File: config.mk
export PLATFORM = sky130hd
export DESIGN_NAME = mem_arbiter_flat
export DESIGN_NICKNAME = d
export VERILOG_FILES = /design/src/rtl/cpu_types_pkg.sv /design/src/rtl/mem_arbiter_if.sv /design/src/rtl/arb_streak_counter.sv /design/src/rtl/mem_arbiter.sv /design/src/flat_wrapper.sv
export SDC_FILE = /design/constraint.sdc
export NUM_CORES = 1
export LEC_CHECK = 0
export ABC_AREA = 1
export ABC_CLOCK_PERIOD_IN_PS = 3650
export BUFFER_PORTS_ARGS = -buffer_cell sky130_fd_sc_hd__buf_2
export CORE_AREA = 4 4 125 127
export CTS_BUF_LIST = sky130_fd_sc_hd__clkbuf_4 sky130_fd_sc_hd__clkbuf_8
export CTS_CLUSTER_SIZE = 10
export DETAILED_ROUTE_END_ITERATION = 8
export DIE_AREA = 0 0 129 131
export HOLD_SLACK_MARGIN = 0.03
export SYNTH_ARGS = -nofsm -noshare
export SYNTH_HDL_FRONTEND = slang
export SYNTH_SLANG_ARGS = --single-unit
File: constraint.sdc
create_clock -name CLK -period 3.65 [get_ports CLK]
set_input_delay 0.1825 -clock CLK [delete_from_list [all_inputs] [get_ports CLK]]
set_output_delay 0.1825 -clock CLK [all_outputs]
set_load 0.01 [all_outputs]
File: src/rtl/cpu_types_pkg.sv
// ----------------------------------------------------------------------------
// cpu_types_pkg
// Shared types for the pipelined MIPS core memory subsystem.
//   ramstate_t  : status reported by the RAM model each cycle
//   arb_state_t : ownership state of the instruction/data RAM arbiter
// ----------------------------------------------------------------------------
package cpu_types_pkg;

  localparam int unsigned WORD_W = 32;

  typedef logic [WORD_W-1:0] word_t;

  typedef enum logic [1:0] {
    FREE   = 2'd0,
    BUSY   = 2'd1,
    ACCESS = 2'd2,
    ERROR  = 2'd3
  } ramstate_t;

  typedef enum logic [1:0] {
    IDLE   = 2'd0,
    IGRANT = 2'd1,
    DGRANT = 2'd2
  } arb_state_t;

endpackage

File: src/rtl/mem_arbiter_if.sv
// ----------------------------------------------------------------------------
// mem_arbiter_if
// Bundles the cache-side request/response signals and the RAM-side signals
// handled by mem_arbiter.
//   master : the arbiter's view (drives loads, waits and RAM controls)
//   slave  : the environment's view (requesters plus RAM model)
// ----------------------------------------------------------------------------
interface mem_arbiter_if;
  import cpu_types_pkg::*;

  // instruction requester
  logic      iREN;
  word_t     iaddr;
  word_t     iload;
  logic      iwait;
  // data requester
  logic      dREN;
  logic      dWEN;
  word_t     daddr;
  word_t     dstore;
  word_t     dload;
  logic      dwait;
  // RAM side
  logic      ramREN;
  logic      ramWEN;
  word_t     ramaddr;
  word_t     ramstore;
  word_t     ramload;
  ramstate_t ramstate;

  modport master (
    input  iREN, iaddr, dREN, dWEN, daddr, dstore, ramload, ramstate,
    output iload, iwait, dload, dwait, ramREN, ramWEN, ramaddr, ramstore
  );

  modport slave (
    output iREN, iaddr, dREN, dWEN, daddr, dstore, ramload, ramstate,
    input  iload, iwait, dload, dwait, ramREN, ramWEN, ramaddr, ramstore
  );

endinterface

File: src/rtl/arb_streak_counter.sv
// ----------------------------------------------------------------------------
// arb_streak_counter
// Counts consecutive data completions that happened while an instruction
// fetch was waiting, and raises o_force_i once the limit is reached so the
// arbiter hands the RAM to the instruction side.
//   CLK, nRST : clock, asynchronous active-low reset
//   i_inc     : a data access completes this cycle
//   i_clr     : an instruction access completes this cycle
//   i_req     : instruction request pending (iREN)
//   o_force_i : instruction side must win the next arbitration
// LIMIT = 0 disables the guard (o_force_i stays low).
// ----------------------------------------------------------------------------
module arb_streak_counter #(
  parameter int unsigned LIMIT = 4
) (
  input  logic CLK,
  input  logic nRST,
  input  logic i_inc,
  input  logic i_clr,
  input  logic i_req,
  output logic o_force_i
);

  localparam int unsigned W = (LIMIT < 1) ? 1 : $clog2(LIMIT + 1);
  localparam logic [W-1:0] LIM = W'(LIMIT);

  logic [W-1:0] r_streak;
  logic [W-1:0] w_streak_next;

  // NOTE: every combinational output gets a default before any branch so no
  // path leaves it unassigned; otherwise synthesis infers a latch.
  always_comb begin
    w_streak_next = r_streak;
    if (i_clr) begin
      w_streak_next = '0;
    end else if (i_inc && i_req && (r_streak < LIM)) begin
      w_streak_next = r_streak + W'(1);
    end
  end

  // NOTE: sequential state uses non-blocking assignments so every flop
  // samples pre-edge values, independent of block evaluation order.
  always_ff @(posedge CLK or negedge nRST) begin
    if (!nRST) begin
      r_streak <= '0;
    end else begin
      r_streak <= w_streak_next;
    end
  end

  // Judged on the post-update count: the completion that reaches the limit
  // already steers the same-cycle re-arbitration toward the instruction side.
  assign o_force_i = (LIMIT != 0) && i_req && (w_streak_next >= LIM);

endmodule

File: src/rtl/mem_arbiter.sv
// ----------------------------------------------------------------------------
// mem_arbiter
// Single-port RAM arbiter between instruction fetch and data access of the
// pipelined MIPS core. Data has priority; a bounded streak counter stops the
// instruction side from starving. A grant is held until the RAM reports
// ACCESS, then the next owner is chosen in the same cycle.
//   CLK, nRST    : clock (rising edge), asynchronous active-low reset
//   bus          : mem_arbiter_if.master (requester and RAM signals)
//   stat_igrants : completed instruction accesses
//   stat_dgrants : completed data accesses
// Optional: define MEM_ARBITER_STATS_EN to build the completion counters;
// without it both stat ports are tied to 0.
// ----------------------------------------------------------------------------
module mem_arbiter
  import cpu_types_pkg::*;
#(
  parameter int unsigned MAX_DSTREAK = 4
) (
  input  logic          CLK,
  input  logic          nRST,
  mem_arbiter_if.master bus,
  output logic [31:0]   stat_igrants,
  output logic [31:0]   stat_dgrants
);

  arb_state_t r_state;
  arb_state_t w_next_state;
  arb_state_t w_arb_next;
  logic       w_dreq;
  logic       w_access;
  logic       w_i_done;
  logic       w_d_done;
  logic       w_force_i;

  assign w_dreq   = bus.dREN | bus.dWEN;
  assign w_access = (bus.ramstate == ACCESS);
  assign w_i_done = (r_state == IGRANT) & bus.iREN & w_access;
  assign w_d_done = (r_state == DGRANT) & w_dreq & w_access;

  arb_streak_counter #(
    .LIMIT (MAX_DSTREAK)
  ) u_streak (
    .CLK       (CLK),
    .nRST      (nRST),
    .i_inc     (w_d_done),
    .i_clr     (w_i_done),
    .i_req     (bus.iREN),
    .o_force_i (w_force_i)
  );

  // Who would own the RAM next if it were free right now.
  always_comb begin
    w_arb_next = IDLE;
    if (w_dreq && !w_force_i) begin
      w_arb_next = DGRANT;
    end else if (bus.iREN) begin
      w_arb_next = IGRANT;
    end
  end

  always_comb begin
    w_next_state = r_state;
    case (r_state)
      IDLE: w_next_state = w_arb_next;
      IGRANT: begin
        if (!bus.iREN)    w_next_state = IDLE;
        else if (w_access) w_next_state = w_arb_next;
      end
      DGRANT: begin
        if (!w_dreq)       w_next_state = IDLE;
        else if (w_access) w_next_state = w_arb_next;
      end
      default: w_next_state = IDLE;
    endcase
  end

  always_ff @(posedge CLK or negedge nRST) begin
    if (!nRST) begin
      r_state <= IDLE;
    end else begin
      r_state <= w_next_state;
    end
  end

  // RAM controls and load buses are purely combinational from the grant, so
  // a dropped request or an asynchronous reset removes the enables at once.
  always_comb begin
    bus.ramREN   = 1'b0;
    bus.ramWEN   = 1'b0;
    bus.ramaddr  = '0;
    bus.ramstore = '0;
    bus.iload    = '0;
    bus.dload    = '0;
    bus.iwait    = bus.iREN;
    bus.dwait    = w_dreq;
    case (r_state)
      IGRANT: begin
        if (bus.iREN) begin
          bus.ramaddr = bus.iaddr;
          bus.ramREN  = 1'b1;
          bus.iload   = bus.ramload;
          bus.iwait   = ~w_access;
        end
      end
      DGRANT: begin
        if (w_dreq) begin
          bus.ramaddr  = bus.daddr;
          bus.ramstore = bus.dstore;
          bus.ramWEN   = bus.dWEN;
          // a write request overrides a simultaneous read request
          bus.ramREN   = bus.dREN & ~bus.dWEN;
          bus.dload    = bus.ramload;
          bus.dwait    = ~w_access;
        end
      end
      default: ;
    endcase
  end

`ifdef MEM_ARBITER_STATS_EN
  logic [31:0] r_stat_i;
  logic [31:0] r_stat_d;

  always_ff @(posedge CLK or negedge nRST) begin
    if (!nRST) begin
      r_stat_i <= '0;
      r_stat_d <= '0;
    end else begin
      if (w_i_done) r_stat_i <= r_stat_i + 32'd1;
      if (w_d_done) r_stat_d <= r_stat_d + 32'd1;
    end
  end

  assign stat_igrants = r_stat_i;
  assign stat_dgrants = r_stat_d;
`else
  assign stat_igrants = '0;
  assign stat_dgrants = '0;
`endif

endmodule

File: src/flat_wrapper.sv
// flat-port wrapper written by rule: the top's interface ports become plain ports
module mem_arbiter_flat import cpu_types_pkg::*;
#(
  parameter int unsigned MAX_DSTREAK = 4
)
  (CLK, nRST, stat_igrants, stat_dgrants, bus_iREN, bus_iaddr, bus_dREN, bus_dWEN, bus_daddr, bus_dstore, bus_ramload, bus_ramstate, bus_iload, bus_iwait, bus_dload, bus_dwait, bus_ramREN, bus_ramWEN, bus_ramaddr, bus_ramstore);
  mem_arbiter_if bus_i ();
  input  logic CLK;
  input  logic nRST;
  output logic [31:0] stat_igrants;
  output logic [31:0] stat_dgrants;
  input wire logic [$bits(bus_i.iREN)-1:0] bus_iREN;
  input wire logic [$bits(bus_i.iaddr)-1:0] bus_iaddr;
  input wire logic [$bits(bus_i.dREN)-1:0] bus_dREN;
  input wire logic [$bits(bus_i.dWEN)-1:0] bus_dWEN;
  input wire logic [$bits(bus_i.daddr)-1:0] bus_daddr;
  input wire logic [$bits(bus_i.dstore)-1:0] bus_dstore;
  input wire logic [$bits(bus_i.ramload)-1:0] bus_ramload;
  input wire logic [$bits(bus_i.ramstate)-1:0] bus_ramstate;
  output wire logic [$bits(bus_i.iload)-1:0] bus_iload;
  output wire logic [$bits(bus_i.iwait)-1:0] bus_iwait;
  output wire logic [$bits(bus_i.dload)-1:0] bus_dload;
  output wire logic [$bits(bus_i.dwait)-1:0] bus_dwait;
  output wire logic [$bits(bus_i.ramREN)-1:0] bus_ramREN;
  output wire logic [$bits(bus_i.ramWEN)-1:0] bus_ramWEN;
  output wire logic [$bits(bus_i.ramaddr)-1:0] bus_ramaddr;
  output wire logic [$bits(bus_i.ramstore)-1:0] bus_ramstore;
  assign bus_i.iREN = bus_iREN;
  assign bus_i.iaddr = bus_iaddr;
  assign bus_i.dREN = bus_dREN;
  assign bus_i.dWEN = bus_dWEN;
  assign bus_i.daddr = bus_daddr;
  assign bus_i.dstore = bus_dstore;
  assign bus_i.ramload = bus_ramload;
  assign bus_i.ramstate = bus_ramstate;
  assign bus_iload = bus_i.iload;
  assign bus_iwait = bus_i.iwait;
  assign bus_dload = bus_i.dload;
  assign bus_dwait = bus_i.dwait;
  assign bus_ramREN = bus_i.ramREN;
  assign bus_ramWEN = bus_i.ramWEN;
  assign bus_ramaddr = bus_i.ramaddr;
  assign bus_ramstore = bus_i.ramstore;
  mem_arbiter #(.MAX_DSTREAK(MAX_DSTREAK)) u_core (.CLK(CLK), .nRST(nRST), .bus(bus_i), .stat_igrants(stat_igrants), .stat_dgrants(stat_dgrants));
endmodule
==> results of run 1 <==
flip-flops by register name (all words and copies together), names as in the netlist:
| register | count |
|---|---|
| u_core.u_streak.r_streak | 3 |
| u_core.r_state | 2 |
layout by cell type, fill, tap and decap left out, types with 2 or more instances in the layout:
master,n
a21oi_1,36
inv_2,3
nand2_2,2
buf_4,2
nand3_1,5
nand2_4,2
nand2_1,78
conb_1,64
ha_1,5
a21oi_2,2
inv_1,75
clkbuf_8,3
nor2_4,60
nor2_1,39
buf_2,266
dfrtp_1,5
area by class of cell:
type	instances	area share [%]
clock buffer	4	1.29
inverter	79	7.97
multi-input combinational	296	45.0
sequential	5	3.31
tap	184	6.09
timing repair buffer	270	36.4
cells by family (layout without fill, tap and decap cells):
family	Yosys count	count (layout)	synth area share (%)
and+or+nand+nor	188	188	47.2
buffers and inverters	162	353	37.0
AOI/OAI and AO/OA	38	38	7.84
adders and majority gates	5	5	2.48
DFF	5	5	4.96
other	1	64	0.149
xor gates and xnor gates	1	1	0.347
layer usage:
layer / global-route usage [%] / wire, um / part of all wire, %
met1: 10.2 / 3270 / 34
met2: 18.2 / 5030 / 52
met3: 3.82 / 1400 / 14
met4: 0.988 / 31 / 0.32
met5: 0 / 13 / 0.13
cells in the mapped netlist, types with 3 or more instances:
cell type | instances | area, sq um
nand2_1 | 78 | 293
inv_1 | 75 | 282
buf_4 | 64 | 480
nor2_4 | 60 | 676
nor2_1 | 39 | 146
a21oi_1 | 36 | 180
buf_2 | 6 | 30.0
buf_8 | 6 | 90.1
clkbuf_1 | 6 | 22.5
dfrtp_1 | 5 | 125
ha_1 | 5 | 62.6
nand3_1 | 5 | 25.0
inv_2 | 3 | 11.3
stage by stage:
step	power, mW	cell area, sq um	hold slack, ns	cells	worst slack (ns)
floorplan	1.24	2760	-0.113	463	2.12
global placement	1.65	3720	-0.000415	833	1.15
detailed placement	1.66	3720	-0.000628	833	1.10
CTS	1.77	3780	0.310	838	0.864
global route	1.90	3780	0.326	838	0.720
finish	1.73	3780	0.310	838	0.928
power by group:
part           internal [mW]  switching [mW]
logic                  0.505            1.02
registers             0.0799          0.0169
clock network         0.0821          0.0244
total                  0.667            1.06
worst register-to-register path, stage by stage, from the launching register on:
cell	delay, ns
dfrtp_1	0.39
inv_1	0.08
ha_1	0.23
nand2_1	0.13
nand2_4	0.27
inv_6	0.64
nand2_4	0.10
nand2_2	0.10
nand2_1	0.05
nand3_1	0.08
a21oi_1	0.07
final timing paths:
| kind | start | end | slack (ns) | cells after the start |
|---|---|---|---|---|
| worst max-delay path | u_core.r_state[0]$_DFF_PN0_ | bus_dload[29] | 0.93 | 8 |
| worst min-delay path | nRST | u_core.u_streak.r_streak[2]$_DFF_PN0_ | 0.31 | 2 |
| worst max register to register | u_core.r_state[0]$_DFF_PN0_ | u_core.r_state[1]$_DFF_PN0_ | 1.41 | 10 |
| worst min register to register | u_core.u_streak.r_streak[1]$_DFF_PN0_ | u_core.u_streak.r_streak[1]$_DFF_PN0_ | 0.54 | 2 |
| max in group asynchronous | nRST | u_core.r_state[0]$_DFF_PN0_ | 3.21 | 2 |
| min in group CLK | bus_iREN | u_core.r_state[0]$_DFF_PN0_ | 0.35 | 5 |
==> qor.csv, run 1 <==
metric,value,unit
drc violations,0,
"Largest stage delay, worst path",0.64,ns
CP Class,flip-flop to primary output,
Worst path slowest cell,inv_6,
post-CTS setup buffers,0,
CP endpoint kind,primary output,
family with the most delay on the worst path,buffers and inverters,
Final period util,74.6,%
post-synthesis register bit count,5,
number of CTS-inserted buffers,3,
Worst EP arrival,2.54,ns
hold_buf cts,1,
largest net degree at the start of global routing,41,
Post-Syn Instances,400,
"Req. time, crit path",3.47,ns
Vias/cell,3.55,
DR vias,2975,
Tightest Pin Transition,1.04,ns
skew final,0.00165,ns
GP Congestion,0.724,
"Reg clk slew, reported paths",0.03,ns
leak pwr,2.40,nW
initial core utilization,17.5,%
Total GRT Usage,9.52,%
Die Footprint,16900,sq um
initial drt markers,62,
CTS root buffer,clkbuf_8,
clk_lat worst skew,0.22,ns
sequential-to-total area share from yosys stat,4.96,%
syn_area_per_cell,6.31,sq um
post-CTS resize count,0,
Die Y,131,um
Fin Setup TNS,0,ns
vias in the first global route,2600,
"Slew Viols, Final",0,
io pins,331,
DP Wirelength,8550,um
Post-synth ARST share,100,%
CP Cell Sequence,inv_1 > ha_1 > nand2_1 > nand2_4 > inv_6 > buf_4 > nor2_4 > buf_2,
core area,14400,sq um
Pre-antenna DRT Iters,4,
CTS tree,yes,
initial antenna violation count,1,
status,"complete, no violations",
CTS sink cnt,5,
post-synthesis cell type count,22,
sequential cell area,125,sq um
count of final hold-check violations,0,
RSZ-0062 raised after global routing,no,
Max-Cap Viols,0,
Bufs and invs on worst path,4,
YS warnings,0,
first-pass GRT wire length,12800,um
Finished Core Util,26.2,%
GRT overflow,0,
WL final,9750,um
worst vdd ir,0.228,mV
# setup viols final,0,
"Top FF cell, synth",dfrtp_1,
area of the multi-input gates,1700,sq um
layout cell share with drive strength beyond 1,52.6,%
CTS HTree Levels,1,
min Tclk post-route,2.72,ns
crit-path max FO,40,
FMAX,367,MHz
Final nets,795,
Relative slew margins,30.6,%
Filler cells,1659,
Clock Path Buffers,2,
wire per inst,11.6,um
power per cell area,456,nW/um^2
Diodes inserted,0,
synth-to-layout area growth,50.0,%
port buffer count,266,
Worst Hold Class,primary input to async pin,
"EDFF count, synth",0,
Worst Setup Start Kind,flip-flop,
Horiz. Die Dim,129,um
Post-DRT Antenna Nets,0,
Cell Rows,44,
Mapped Area,2520,sq um
(Power assumes the default switching activity.)
==> run 2, diff against run 1 <==
--- a/config.mk
+++ b/config.mk
@@ -6,13 +6,13 @@
 export NUM_CORES = 1
 export LEC_CHECK = 0
 export ABC_AREA = 1
-export ABC_CLOCK_PERIOD_IN_PS = 3650
+export ABC_CLOCK_PERIOD_IN_PS = 2570
 export BUFFER_PORTS_ARGS = -buffer_cell sky130_fd_sc_hd__buf_2
-export CORE_AREA = 4 4 125 127
+export CORE_AREA = 4 4 127 129
 export CTS_BUF_LIST = sky130_fd_sc_hd__clkbuf_4 sky130_fd_sc_hd__clkbuf_8
 export CTS_CLUSTER_SIZE = 10
 export DETAILED_ROUTE_END_ITERATION = 8
-export DIE_AREA = 0 0 129 131
+export DIE_AREA = 0 0 131 133
 export HOLD_SLACK_MARGIN = 0.03
 export SYNTH_ARGS = -nofsm -noshare
 export SYNTH_HDL_FRONTEND = slang
==> constraint.sdc (replaced) <==
create_clock -name CLK -period 2.57 [get_ports CLK]
set_input_delay 0.1285 -clock CLK [delete_from_list [all_inputs] [get_ports CLK]]
set_output_delay 0.1285 -clock CLK [all_outputs]
set_load 0.01 [all_outputs]
==> run 2 against run 1 <==
Via count is 3.4% higher; utilization down 0.66 points; sequential power grew 43%; design area rose by 1.6%; first-iteration DRC count increased by 13%; total power increased by 47%; routed wire length decreased by 1.2%.
==> qor.csv, run 2 (same netlist as run 1, synthesis figures left out) <==
metric,value,unit,change
largest net degree at the start of global routing,36,,was 41
wire per inst,11.4,um,was 11.6 um
CTS HTree Levels,1,,unchanged
post-CTS setup buffers,0,,unchanged
crit-path max FO,21,,was 40
hold slack final,0.255,ns,was 0.310 ns
Die Y,133,um,was 131 um
Tightest Pin Transition,0.548,ns,was 1.04 ns
"commonest non-fill, non-tap cell in the layout",buf_2,,unchanged
Worst Setup Start Kind,flip-flop,,unchanged
Fin Setup TNS,0,ns,unchanged
Top Registers,"u_core.u_streak.r_streak (3), u_core.r_state (2)",,unchanged
initial core utilization,16.8,%,was 17.5%
initial antenna violation count,0,,was 1
"Reg clk slew, reported paths",0.03,ns,about the same
Total GRT Usage,9.26,%,was 9.52%
RSZ-0062 raised after global routing,no,,unchanged
hold_buf cts,1,,unchanged
first-pass GRT wire length,12900,um,was 12800 um
"commonest non-fill, non-tap cells in the layout","buf_2 (266), nand2_1 (78), inv_1 (75)",,unchanged
Cell Rows,45,,was 44
power per cell area,661,nW/um^2,was 456 nW/um^2
leak pwr,2.43,nW,was 2.40 nW
core area,15000,sq um,was 14400 sq um
FMAX,461,MHz,
DP Wirelength,8450,um,was 8550 um
Pre-antenna DRT Iters,4,,unchanged
Final nets,799,,was 795
"Req. time, crit path",2.44,ns,was 3.47 ns
clk_lat worst skew,0.22,ns,about the same
Final period util,84.4,%,
GP Congestion,0.698,,was 0.724
CP Class,flip-flop to primary output,,unchanged
drc violations,0,,unchanged
worst vdd ir,0.178,mV,was 0.228 mV
vias in the first global route,2675,,was 2600
Cells after DPL,841,,was 833
Clock Path Buffers,2,,unchanged
WL final,9630,um,was 9750 um
port buffer count,266,,unchanged
Vias/cell,3.64,,was 3.55
synth-to-layout area growth,52.3,%,was 50.0%
Post-DRT Antenna Nets,0,,unchanged
CTS tree,yes,,unchanged
CP endpoint kind,primary output,,unchanged
CTS root buffer,clkbuf_8,,unchanged
min Tclk post-route,2.17,ns,
Worst EP arrival,2.04,ns,was 2.54 ns
DR vias,3076,,was 2975
# setup viols final,0,,unchanged
design area,3840,sq um,was 3780 sq um
layout cell share with drive strength beyond 1,52.9,%,was 52.6%
"Slew Viols, Final",0,,unchanged
Relative slew margins,63.4,%,was 30.6%
Top reg by flops,u_core.u_streak.r_streak,,unchanged
CTS sink cnt,5,,unchanged
initial drt markers,70,,was 62
Setup WS post-layout,0.400,ns,was 0.928 ns
io pins,331,,unchanged
total power,2.54,mW,was 1.73 mW
Horiz. Die Dim,131,um,was 129 um
skew final,0.00263,ns,was 0.00165 ns
Diodes inserted,0,,unchanged
number of CTS-inserted buffers,3,,unchanged
GRT overflow,0,,unchanged
placed cell areas,3780,sq um,was 3720 sq um
Largest register FFs,3,,unchanged
status,"complete, no violations",,unchanged
pre-CTS setup slack,0.593,ns,was 1.10 ns
Worst Hold Class,primary input to async pin,,unchanged
Max-Cap Viols,0,,unchanged
Finished Core Util,25.6,%,was 26.2%
post-CTS resize count,0,,unchanged
count of final hold-check violations,0,,unchanged
final std cells w/o fill,846,,was 838
Die Footprint,17400,sq um,was 16900 sq um
## run 2: final cells by class
cell class	count	area [sq um]
Inverter	79	302
Timing Repair Buffer	274	1430
Multi-Input combinational cell	296	1700
Tap cell	188	235
Clock buffer	4	48.8
Sequential cell	5	125
Fill cell	1705	11200
## run 2: worst paths after layout
path / from / end / slack, ns / cells past startpoint
worst max-delay path: u_core.r_state[0]$_DFF_PN0_ / bus_dload[0] / 0.40 / 8
max in group asynchronous: nRST / u_core.u_streak.r_streak[0]$_DFF_PN0_ / 2.18 / 2
worst min register to register: u_core.u_streak.r_streak[1]$_DFF_PN0_ / u_core.u_streak.r_streak[1]$_DFF_PN0_ / 0.54 / 2
worst max register to register: u_core.r_state[0]$_DFF_PN0_ / u_core.r_state[0]$_DFF_PN0_ / 0.67 / 11
min in group CLK: bus_iREN / u_core.r_state[0]$_DFF_PN0_ / 0.29 / 5
worst min-delay path: nRST / u_core.u_streak.r_streak[1]$_DFF_PN0_ / 0.26 / 2
## run 2: where the power goes
group | internal, mW | total [mW] | switching, mW
combinational | 0.788 | 2.25 | 1.46
sequential | 0.113 | 0.138 | 0.0243
clock | 0.117 | 0.151 | 0.0347
## run 2: worst max-delay path, stage by stage, from the launching register on
cell     delay (ns)
dfrtp_1        0.38
inv_1          0.08
ha_1           0.24
nand2_1        0.13
nand2_4        0.13
inv_6          0.34
buf_4          0.32
nor2_1         0.06
buf_2          0.14
## run 2: layer usage
metal	track usage [%]	up-vias	routed length (um)
li1	-	1542	-
met1	8.80	1343	3160
met2	19.9	189	5430
met3	1.61	2	1020
met4	1.37	0	22
met5	0	-	0
